===== config.mk =====
export PLATFORM = sky130hd
export DESIGN_NAME = if_fetch
export DESIGN_NICKNAME = d
export VERILOG_FILES = /design/src/rtl/if_fetch_pkg.sv /design/src/rtl/if_fetch.sv
export SDC_FILE = /design/constraint.sdc
export NUM_CORES = 1
export LEC_CHECK = 0
export BUFFER_PORTS_ARGS = -buffer_cell sky130_fd_sc_hd__buf_2
export CORE_MARGIN = 2
export CORE_UTILIZATION = 25
export DETAILED_ROUTE_END_ITERATION = 16
export SYNTH_ARGS = -nofsm -noshare
export SYNTH_HDL_FRONTEND = slang
export SYNTH_SLANG_ARGS = --single-unit
export TNS_END_PERCENT = 5

===== constraint.sdc =====
create_clock -name clk -period 5.7 [get_ports clk]
set_input_delay 0.57 -clock clk [delete_from_list [all_inputs] [get_ports clk]]
set_output_delay 0.57 -clock clk [all_outputs]
set_load 0.01 [all_outputs]

===== src/rtl/if_fetch_pkg.sv =====
// Shared types for the instruction-fetch stage.
// State encoding, reset address and small decode helpers.
package if_fetch_pkg;

    localparam logic [31:0] IF_RESET_PC = 32'h0000_0000;

    typedef enum logic [2:0] {
        IF_ISSUE0  = 3'd0,
        IF_ISSUE1  = 3'd1,
        IF_ISSUE2  = 3'd2,
        IF_ISSUE3  = 3'd3,
        IF_CAPTURE = 3'd4,
        IF_DONE    = 3'd5
    } if_state_e;

    function automatic logic is_issue(input if_state_e s);
        logic [2:0] v;
        v = s;
        return (v[2] == 1'b0);
    endfunction

    // Byte lane requested by an ISSUE state.
    function automatic logic [1:0] issue_idx(input if_state_e s);
        logic [2:0] v;
        v = s;
        return v[1:0];
    endfunction

endpackage


===== src/rtl/if_fetch.sv =====
// Instruction fetch: reads a 32-bit word as four little-endian bytes
// over a byte-wide port and hands it to decode with a valid/stall handshake.
module if_fetch
    import if_fetch_pkg::*;
#(
    parameter logic [31:0] RESET_PC = IF_RESET_PC
) (
    input  logic        clk,
    input  logic        rst,
    input  logic        stall_i,
    input  logic        br_sig_i,
    input  logic [31:0] br_target_i,
    input  logic        mem_busy_i,
    input  logic [7:0]  mem_data_i,
    output logic        mem_req_o,
    output logic [31:0] mem_addr_o,
    output logic        inst_valid_o,
    output logic [31:0] inst_o,
    output logic [31:0] pc_o
);

    if_state_e       state_q, state_d;
    logic [31:0]     fpc_q, fpc_d;
    logic            pend_q, pend_d;
    logic [1:0]      pidx_q, pidx_d;
    logic [3:0][7:0] bytes_q, bytes_d;
    logic            valid_q, valid_d;
    logic [31:0]     inst_q, inst_d;
    logic [31:0]     pco_q, pco_d;
    logic            issue;
    logic            grant;
    logic            accept;

    assign issue  = is_issue(state_q);
    assign grant  = issue && !mem_busy_i && !br_sig_i;
    assign accept = (state_q == IF_DONE) && !stall_i;

    always_ff @(posedge clk or negedge rst) begin
        if (!rst) begin
            state_q <= IF_ISSUE0;
        end else begin
            state_q <= state_d;
        end
    end

    always_comb begin
        state_d = state_q;
        if (br_sig_i) begin
            state_d = IF_ISSUE0;
        end else begin
            unique case (state_q)
                IF_ISSUE0:  if (!mem_busy_i) state_d = IF_ISSUE1;
                IF_ISSUE1:  if (!mem_busy_i) state_d = IF_ISSUE2;
                IF_ISSUE2:  if (!mem_busy_i) state_d = IF_ISSUE3;
                IF_ISSUE3:  if (!mem_busy_i) state_d = IF_CAPTURE;
                IF_CAPTURE: state_d = IF_DONE;
                IF_DONE:    if (!stall_i) state_d = IF_ISSUE0;
                default:    state_d = IF_ISSUE0;
            endcase
        end
    end

    // Port outputs are combinational and forced low while in reset.
    always_comb begin
        mem_req_o  = 1'b0;
        mem_addr_o = '0;
        if (rst && issue) begin
            mem_req_o  = !mem_busy_i && !br_sig_i;
            mem_addr_o = fpc_q + {30'b0, issue_idx(state_q)};
        end
    end

    always_comb begin
        pend_d  = grant;
        pidx_d  = issue_idx(state_q);
        bytes_d = bytes_q;
        fpc_d   = fpc_q;
        valid_d = valid_q;
        inst_d  = inst_q;
        pco_d   = pco_q;
        // Read data lands one cycle after the grant, busy or not.
        if (pend_q) begin
            bytes_d[pidx_q] = mem_data_i;
        end
        if (br_sig_i) begin
            fpc_d   = {br_target_i[31:2], 2'b00};
            valid_d = 1'b0;
            pend_d  = 1'b0;
        end else if (state_q == IF_CAPTURE) begin
            valid_d = 1'b1;
            inst_d  = bytes_d;
            pco_d   = fpc_q + 32'd4;
        end else if (accept) begin
            valid_d = 1'b0;
            fpc_d   = fpc_q + 32'd4;
        end
    end

    always_ff @(posedge clk or negedge rst) begin
        if (!rst) begin
            fpc_q   <= RESET_PC;
            pend_q  <= 1'b0;
            pidx_q  <= '0;
            bytes_q <= '0;
            valid_q <= 1'b0;
            inst_q  <= '0;
            pco_q   <= '0;
        end else begin
            fpc_q   <= fpc_d;
            pend_q  <= pend_d;
            pidx_q  <= pidx_d;
            bytes_q <= bytes_d;
            valid_q <= valid_d;
            inst_q  <= inst_d;
            pco_q   <= pco_d;
        end
    end

    assign inst_valid_o = valid_q;
    assign inst_o       = inst_q;
    assign pc_o         = pco_q;

endmodule


## Word level (Yosys, flattened, before mapping)

Cells that the tools add are included.

- Add/subtract/negate cells: 2
- Reduce and logical (&&, ||, !) cells: 15
- Multiplexer cells: 20
- Bitwise gates (word level): 2
- Order comparisons: 2
- Equal/unequal tests: 11

Operator list:

| operator | count |
|---|---|
| $mux W32 | 5 |
| $add A32 B2 Y32 | 1 |
| $add A32 B3 Y32 const B | 1 |
| $bwmux W32 | 1 |
| $mux W3 | 6 |
| $pmux W3 S6 | 1 |
| $demux W8 S2 | 1 |
| $ne A3 B3 Y1 const B | 5 |
| $mux W8 | 1 |
| $eq A3 B2 Y1 const B | 2 |
| $eq A3 B3 Y1 const B | 2 |
| $logic_and A1 B1 Y1 | 6 |
| $mux W1 | 5 |
| $reduce_and A5 Y1 | 1 |
| $reduce_and A2 Y1 | 2 |
| $eq A3 B1 Y1 const B | 1 |
| $logic_not A1 Y1 | 3 |
| $logic_not A3 Y1 | 1 |
| $lt A2 B3 Y1 const B | 1 |
| $reduce_bool A3 Y1 | 1 |
| $ge A2 B1 Y1 const B | 1 |
| $ne A2 B2 Y1 const B | 1 |
| $not A1 Y1 | 2 |
| $reduce_bool A2 Y1 | 1 |

- Output and inout bits: 98
- Bits in registers: 135
- Word-level logic and storage cells: 63

## Logic depth before layout (Yosys ltp)

Gate-level depths: netlist of run 1.

- Depth after elaboration: 6
- Gate-level depth with buffers: 8
- Depth with buffers taken out: 6

## Least setup slack after synthesis of run 1

OpenSTA, ideal clock, no wires.

- Kind: register to register
- Start: register fpc_q[4]
- End: register pco_q[27] (netlist: pc_o[27])
- Period minus slack after synthesis: 1.821 ns
- Slack: 3.879 ns
- Data required time: 5.572 ns
- Stages on the path, launching flop included: 9
- Arrival time: 1.693 ns
- Buffers on the path: 3
- Path through: dfrtp_1 buf_2 nand4_1 or4_1 buf_2 buf_6 nor3_2 xnor2_1 o21ai_2

- Word-level cells in the longest chain between the ends: 1

Ends and longest elaborated chain:

| what | RTL line | source |
|---|---|---|
| start, declared | if_fetch.sv:23 | `logic [31:0] fpc_q, fpc_d;` |
| start signal, assigned | if_fetch.sv:109 | `fpc_q <= fpc_d;` |
| $add A32 B3 Y32 | if_fetch.sv:92 | `pco_d = fpc_q + 32'd4;` |
| end signal, assigned | if_fetch.sv:115 | `pco_q <= pco_d;` |
| end, declared | if_fetch.sv:29 | `logic [31:0] pco_q, pco_d;` |

No other way between the ends.
A chain may end at the register's enable or synchronous reset.

## Final worst setup path of run 1

- Start: input port rst
- End: output port mem_addr_o[15]

- Word-level cells in the longest chain between the ends: 2

Ends and longest elaborated chain:

| what | RTL line | source |
|---|---|---|
| start, declared | if_fetch.sv:9 | `input logic rst,` |
| $logic_and A1 B1 Y1 | if_fetch.sv:67 | `if (rst && issue) begin` |
| $mux W32 | if_fetch.sv:67 |  |
| end, declared | if_fetch.sv:16 | `output logic [31:0] mem_addr_o,` |

No other way between the ends.

==> results of run 1 <==
## power groups by stage
stage                     logic (uW)  registers (uW)  clock network [uW]
after floorplan                  248            1290                   0
after global routing             574            1280                1130
after CTS                        521            1250                1090
after detailed placement         519            1270                   0
final                            510            1250                1060
after global placement           508            1270                   0
## registers in the layout, indices dropped and copies added, names as in the netlist
| name | flops |
|---|---|
| pend_q | 1 |
| fpc_q | 30 |
| pidx_q | 2 |
| state_q | 3 |
| bytes_q | 32 |
| pc_o | 30 |
| inst_valid_o | 1 |
| inst_o | 32 |
## worst max-delay path, cell delays in order
cell and delay (ns):
buf_6 0.53, nor2b_2 1.00, and2_1 0.24, buf_2 0.13
## cell usage in the layout, fill, tap and decap left out, types with 2 or more instances in the layout
master / count
nand2_1: 169
buf_2: 137
dfrtp_1: 131
o21ai_0: 45
xnor2_1: 35
and2_1: 33
mux2_2: 32
xor2_1: 19
clkbuf_16: 17
nand3_1: 16
nand4_1: 15
nor3_1: 13
nor2_1: 13
o21ai_1: 10
nor3_2: 7
buf_4: 7
nor4_1: 6
inv_6: 6
inv_1: 5
nand3b_1: 4
or2_2: 3
or3_1: 3
nor2b_1: 3
inv_8: 3
nor3b_2: 2
nand2b_1: 2
nand4_2: 2
a21oi_1: 2
conb_1: 2
clkinv_4: 2
clkinv_2: 2
## cells by family (layout without fill, tap and decap cells)
logic type,after synthesis,in the layout,synth area share
buffers and inverters,44,182,0.0310
other,1,2,0.000612
multiplexers,33,33,0.0604
adder cells (fa/ha/maj),1,1,0.00204
flip-flops,131,131,0.535
XOR/XNOR,54,54,0.0772
AND/OR/NAND/NOR,300,300,0.236
AO/OA/AOI/OAI,65,65,0.0576
## routing by layer
layer	GRT usage	wire, um
met1	0.178	7970
met2	0.203	7560
met4	0.0414	267
met5	0	11
met3	0.0431	991
## final timing paths
| kind | endpoint | slack, ns | cells past startpoint |
|---|---|---|---|
| max | mem_addr_o[15] | 2.62 | 4 |
| min | bytes_q[22]$_DFF_PN0_ | 0.18 | 1 |
| max reg2reg | fpc_q[24]$_DFFE_PN0P_ | 3.27 | 7 |
| min reg2reg | inst_o[14]$_DFFE_PN0P_ | 0.47 | 2 |
| max in group asynchronous | pc_o[14]$_DFFE_PN0P_ | 4.28 | 2 |
| min in group clk | fpc_q[2]$_DFFE_PN0P_ | 0.35 | 3 |
## per-stage QoR
stage                     area (um2)  total power, uW
after detailed placement        7130             1790
after global placement          7130             1770
after CTS                       7690             2860
final                           7690             2820
after floorplan                 6130             1540
after global routing            7690             2980
## area by class of cell
cell class                 instances  area, um2
clock buffer                      17        425
clock inverter                    15        138
fill                            2510      16500
inverter                           5       18.8
multi-input combinational        455       2680
sequential                       131       3280
tap                              324        405
timing repair buffer             145        749
==> flow_metrics.py, run 1 <==
metrics = {
    "detailed_routing": {
        "postRouteAntennaNets": 0,
        "avgViaCountPerCell": 4.44,
        "drt_first_pass_iters": 4,
        "num_vias": 4849,
        "finalWirelength_um": 16800,
        "wl_per_cell_um": 15.4,
        "drc": 0,
        "drtIter0Drc": 306,
    },
    "sta": {
        "maxSlewViolCount": 0,
        "worstMarginPinSlew_ns": 1.10,
        "hold_viol": 0,
        "setup_viol": 0,
        "rsz0062_at_grt": "false",
        "fmax_ghz": 0.324,
        "maxSlewHeadroom": 0.266,
        "tns_ns": 0,
        "fin_ws_ns": 2.62,
        "hold_ws_ns": 0.179,
        "fin_crit_sh": 0.541,
        "skew_ns": 0.0120,
        "layout_min_cycle_time_ns": 3.08,
    },
    "place": {
        "dp_slack_ns": 2.50,
        "io_buffers": 138,
        "numPlacedInstances": 1060,
        "gp_congestion": 0.753,
        "hpwl_um": 11300,
    },
    "finish": {
        "drive_gt1_frac": 0.296,
        "final_nets": 801,
        "utilization": 0.318,
        "stdcell_count": 1092,
        "areaGrowthSynthToFinish_pct": 25.5,
        "insertedDiodeCount": 0,
    },
    "cts": {
        "cts_resized": 0,
        "cts.sinks": 131,
        "post_cts_buffers": 0,
        "clk_latency_ns": 0.42,
        "cts_buffer_depth": 2,
        "cts.clk_slew.worst_paths_ns": 0.06,
        "cts_max_level": 4,
        "cts_root_buffer": "clkbuf_16",
        "numCtsBuffers": 17,
        "hold_buffers": 0,
        "cts_tree": "done",
    },
    "setup_path": {
        "r2r_start": "fpc_q[2]$_DFFE_PN0P_",
        "cp.arrival_ns": 2.51,
        "cp_max_fo": 77,
        "critPathKind": "input port to output port",
        "cp.required_ns": 5.13,
        "crit_start": "rst",
        "critPathCaptureType": "output port",
        "startpoint_type": "input port",
    },
    "floorplanning": {
        "fp-row-count": 57,
        "initial_core_util": 0.253,
        "core_area_mm2": 0.0242,
        "die_h_um": 161,
        "num_io_pins": 143,
        "fp.dieW_um": 161,
        "die-area_mm2": 0.0258,
    },
    "synthesis": {
        "synth_top_cells_by_count": "169 x nand2_1, 131 x dfrtp_1, 45 x o21ai_0",
        "synth_seq_area_share": 0.535,
        "avgSynthCellArea_um2": 9.74,
        "synth_edf_count": 0,
        "synth_top_area_frac": 0.535,
        "synthFlopType": "dfrtp_1",
        "synth_warnings": 0,
        "netlist_instances": 629,
        "async_flop_share": 1.00,
        "syn_area_mm2": 0.00613,
        "synth_cell_types": 46,
        "yosysMostFrequentCell": "nand2_1",
        "synth_seq_cells": 131,
        "synth_area_leaders": "dfrtp_1 53%, nand2_1 10%, mux2_2 5.9%",
        "synth_top_cell_by_area": "dfrtp_1",
    },
    "hold_path": {
        "worstHoldPathType": "input port to async pin",
    },
    "grt": {
        "grt_pass1_wl_um": 26600,
        "grt.overflow.total": 0,
        "grt_max_degree": 78,
        "grt_pass1_vias": 4845,
        "antenna_found_initial": 1,
        "grt_usage": 0.133,
    },
    "pwr": {
        "p_per_area_mw_per_mm2": 367,
        "power_switching_uw": 882,
        "p_int_uw": 1940,
        "power.share.combinational": 0.181,
        "swShare": 0.313,
        "clkPwrFrac": 0.375,
        "power_frac_seq": 0.444,
        "p_leak_uw": 0.00355,
        "ir_drop_uv": 133,
    },
    "job": {
        "max_cap_violations": 0,
    },
    "outcome": {
        "status": "completed",
    },
}
Power figures use the tool's default switching activity.
==> run 2, diff against run 1 <==
- clock period: 5.7 -> 3.05 ns (I/O delays scaled with it)
==> run 2 against run 1 <==
Net effect:
- cell count up 0.55%
- count of clock-buffer cells in the layout unchanged
- critical path depth up 2
- die area unchanged
- global-route usage up 0.25 points
- core utilization up 0.35 points
- critical endpoint is now mem_addr_o[1]
- total power up 91%
- clock skew down 0.00092 ns
- combinational power up 89%
- design area up 1.1%
- sequential share of layout area down 0.46 points
- flip-flop and latch count unchanged
==> flow_metrics.py, run 2 (same netlist as run 1, synthesis figures left out) <==
metrics = {
    "grt": {
        "antenna_found_initial": 1,
        "grt_pass1_wl_um": 27100,
        "grt_max_degree": 68,
        "grt_pass1_vias": 4822,
        "grt_usage": 0.135,
        "grt.overflow.total": 0,
    },
    "finish": {
        "drive_gt1_frac": 0.299,
        "final_cell_mix": "169 x nand2_1, 137 x buf_2, 131 x dfrtp_1, 45 x o21ai_0, 35 x xnor2_1",
        "areaGrowthSynthToFinish_pct": 26.9,
        "fin_area_mm2": 0.00778,
        "final_nets": 806,
        "final_common_cell": "nand2_1",
    },
    "detailed_routing": {
        "drt_first_pass_iters": 4,
        "postRouteAntennaNets": 0,
        "avgViaCountPerCell": 4.36,
        "drtIter0Drc": 258,
        "drc": 0,
        "finalWirelength_um": 16800,
        "wl_per_cell_um": 15.3,
        "num_vias": 4791,
    },
    "setup_path": {
        "reg2reg_depth": 5,
        "crit_chain": "dlygate4sd3_1 > buf_6 > nor2b_2 > buf_4 > and2_1 > buf_2",
        "cp.arrival_ns": 2.28,
        "critPathKind": "input port to output port",
        "slowest_stage": "dlygate4sd3_1",
        "reg2reg_slack_ns": 0.76,
        "cpPeakStageDelay_ns": 0.54,
        "startpoint_type": "input port",
        "critPathCaptureType": "output port",
        "cp_max_fo": 35,
        "cp.required_ns": 2.74,
    },
    "pwr": {
        "power.total_uw": 5390,
        "p_leak_uw": 0.00359,
        "swShare": 0.309,
        "power.share.combinational": 0.179,
        "ir_drop_uv": 277,
        "power_frac_seq": 0.433,
        "clkPwrFrac": 0.388,
        "power_switching_uw": 1660,
        "p_per_area_mw_per_mm2": 693,
        "p_int_uw": 3730,
    },
    "sta": {
        "rsz0062_at_grt": "false",
        "maxSlewHeadroom": 0.436,
        "hold_viol": 0,
        "fin_crit_sh": 0.849,
        "maxSlewViolCount": 0,
        "skew_ns": 0.0110,
        "worstMarginPinSlew_ns": 0.846,
        "layout_min_cycle_time_ns": 2.59,
        "fmax_ghz": 0.386,
        "tns_ns": 0,
        "setup_viol": 0,
    },
    "floorplanning": {
        "fp-row-count": 57,
        "die-area_mm2": 0.0258,
        "num_io_pins": 143,
        "core_area_mm2": 0.0242,
        "initial_core_util": 0.253,
        "fp.dieW_um": 161,
        "die_h_um": 161,
    },
    "cts": {
        "numCtsBuffers": 17,
        "cts_tree": "done",
        "cts_max_level": 4,
        "post_cts_buffers": 0,
        "cts_buffer_depth": 2,
        "cts.clk_slew.worst_paths_ns": 0.06,
        "cts.sinks": 131,
        "cts_root_buffer": "clkbuf_16",
        "clk_latency_ns": 0.42,
        "cts_resized": 0,
    },
    "place": {
        "hpwl_um": 11700,
        "io_buffers": 138,
        "gp_congestion": 0.759,
        "post_dp_cell_area_mm2": 0.00716,
    },
    "job": {
        "max_cap_violations": 0,
    },
    "hold_path": {
        "worstHoldPathCells": 2,
        "worstHoldPathType": "input port to flop",
    },
    "outcome": {
        "status": "completed",
    },
}
## run 2: changes by cell type in the layout (fill, tap and decap cells not counted), sizes merged
cell         delta
clkinv          -3
bufinv          +1
buf             +4
dlygate4sd3     +1
diode           +1
inv             +2
## run 2: final timing paths
kind,start,endpoint
worst max-delay path,rst,mem_addr_o[1]
worst min-delay path,mem_busy_i,pend_q$_DFF_PN0_
worst max register to register,fpc_q[12]$_DFFE_PN0P_,fpc_q[27]$_DFFE_PN0P_
worst min register to register,inst_o[29]$_DFFE_PN0P_,inst_o[29]$_DFFE_PN0P_
max in group asynchronous,rst,fpc_q[20]$_DFFE_PN0P_
min in group asynchronous,rst,inst_o[30]$_DFFE_PN0P_
## run 2: layout make-up
type,count,area (um2)
well taps,324,405
diodes,1,2.50
repair buffers,150,790
clock inverters,15,179
clock buffers,17,425
multi-input cells,455,2680
inverters,5,18.8
fillers,2516,16400
flip-flops and latches,131,3280
## run 2: power groups by stage
stage | registers [uW] | clock network, uW | logic [uW]
6_report | 2330 | 2090 | 964
5_1_grt | 2390 | 2240 | 1080
4_1_cts | 2340 | 2160 | 985
3_5_place_dp | 2370 | 0 | 980
3_3_place_gp | 2350 | 0 | 964
2_1_floorplan | 2410 | 0 | 464
## run 2: repair_timing
item,4_1_cts,5_1_grt
hold buffers,1,0
endpoints found under the hold margin,31,0
endpoints found under the setup margin,0,0
## run 2: metrics by stage
| step | util | instances | hold WS (ns) | setup WS, ns |
|---|---|---|---|---|
| floorplan | - | 630 | 0.00941 | 1.23 |
| global placement | 0.296 | 1064 | 0.209 | 0.760 |
| detailed placement | 0.296 | 1064 | 0.210 | 0.752 |
| CTS | 0.322 | 1097 | 0.0561 | 0.364 |
| global route | 0.322 | 1098 | 0.0794 | 0.266 |
| finish | 0.322 | 1098 | 0.0859 | 0.462 |
## run 2: layer usage
layer  routed length (um)  share of wire  vias to the layer above  track usage
li1                     -              -                     2341            -
met3                 1080          0.065                       13       0.0367
met2                 7630           0.46                      149        0.212
met1                 7890           0.47                     2288        0.182
met4                  150         0.0090                        0       0.0410
met5                    0              0                        -            0
## run 2: critical path: cells and delay by family
family                 cells  cell delay, ns
and+or+nand+nor            2            0.66
buffers and inverters      4            1.30
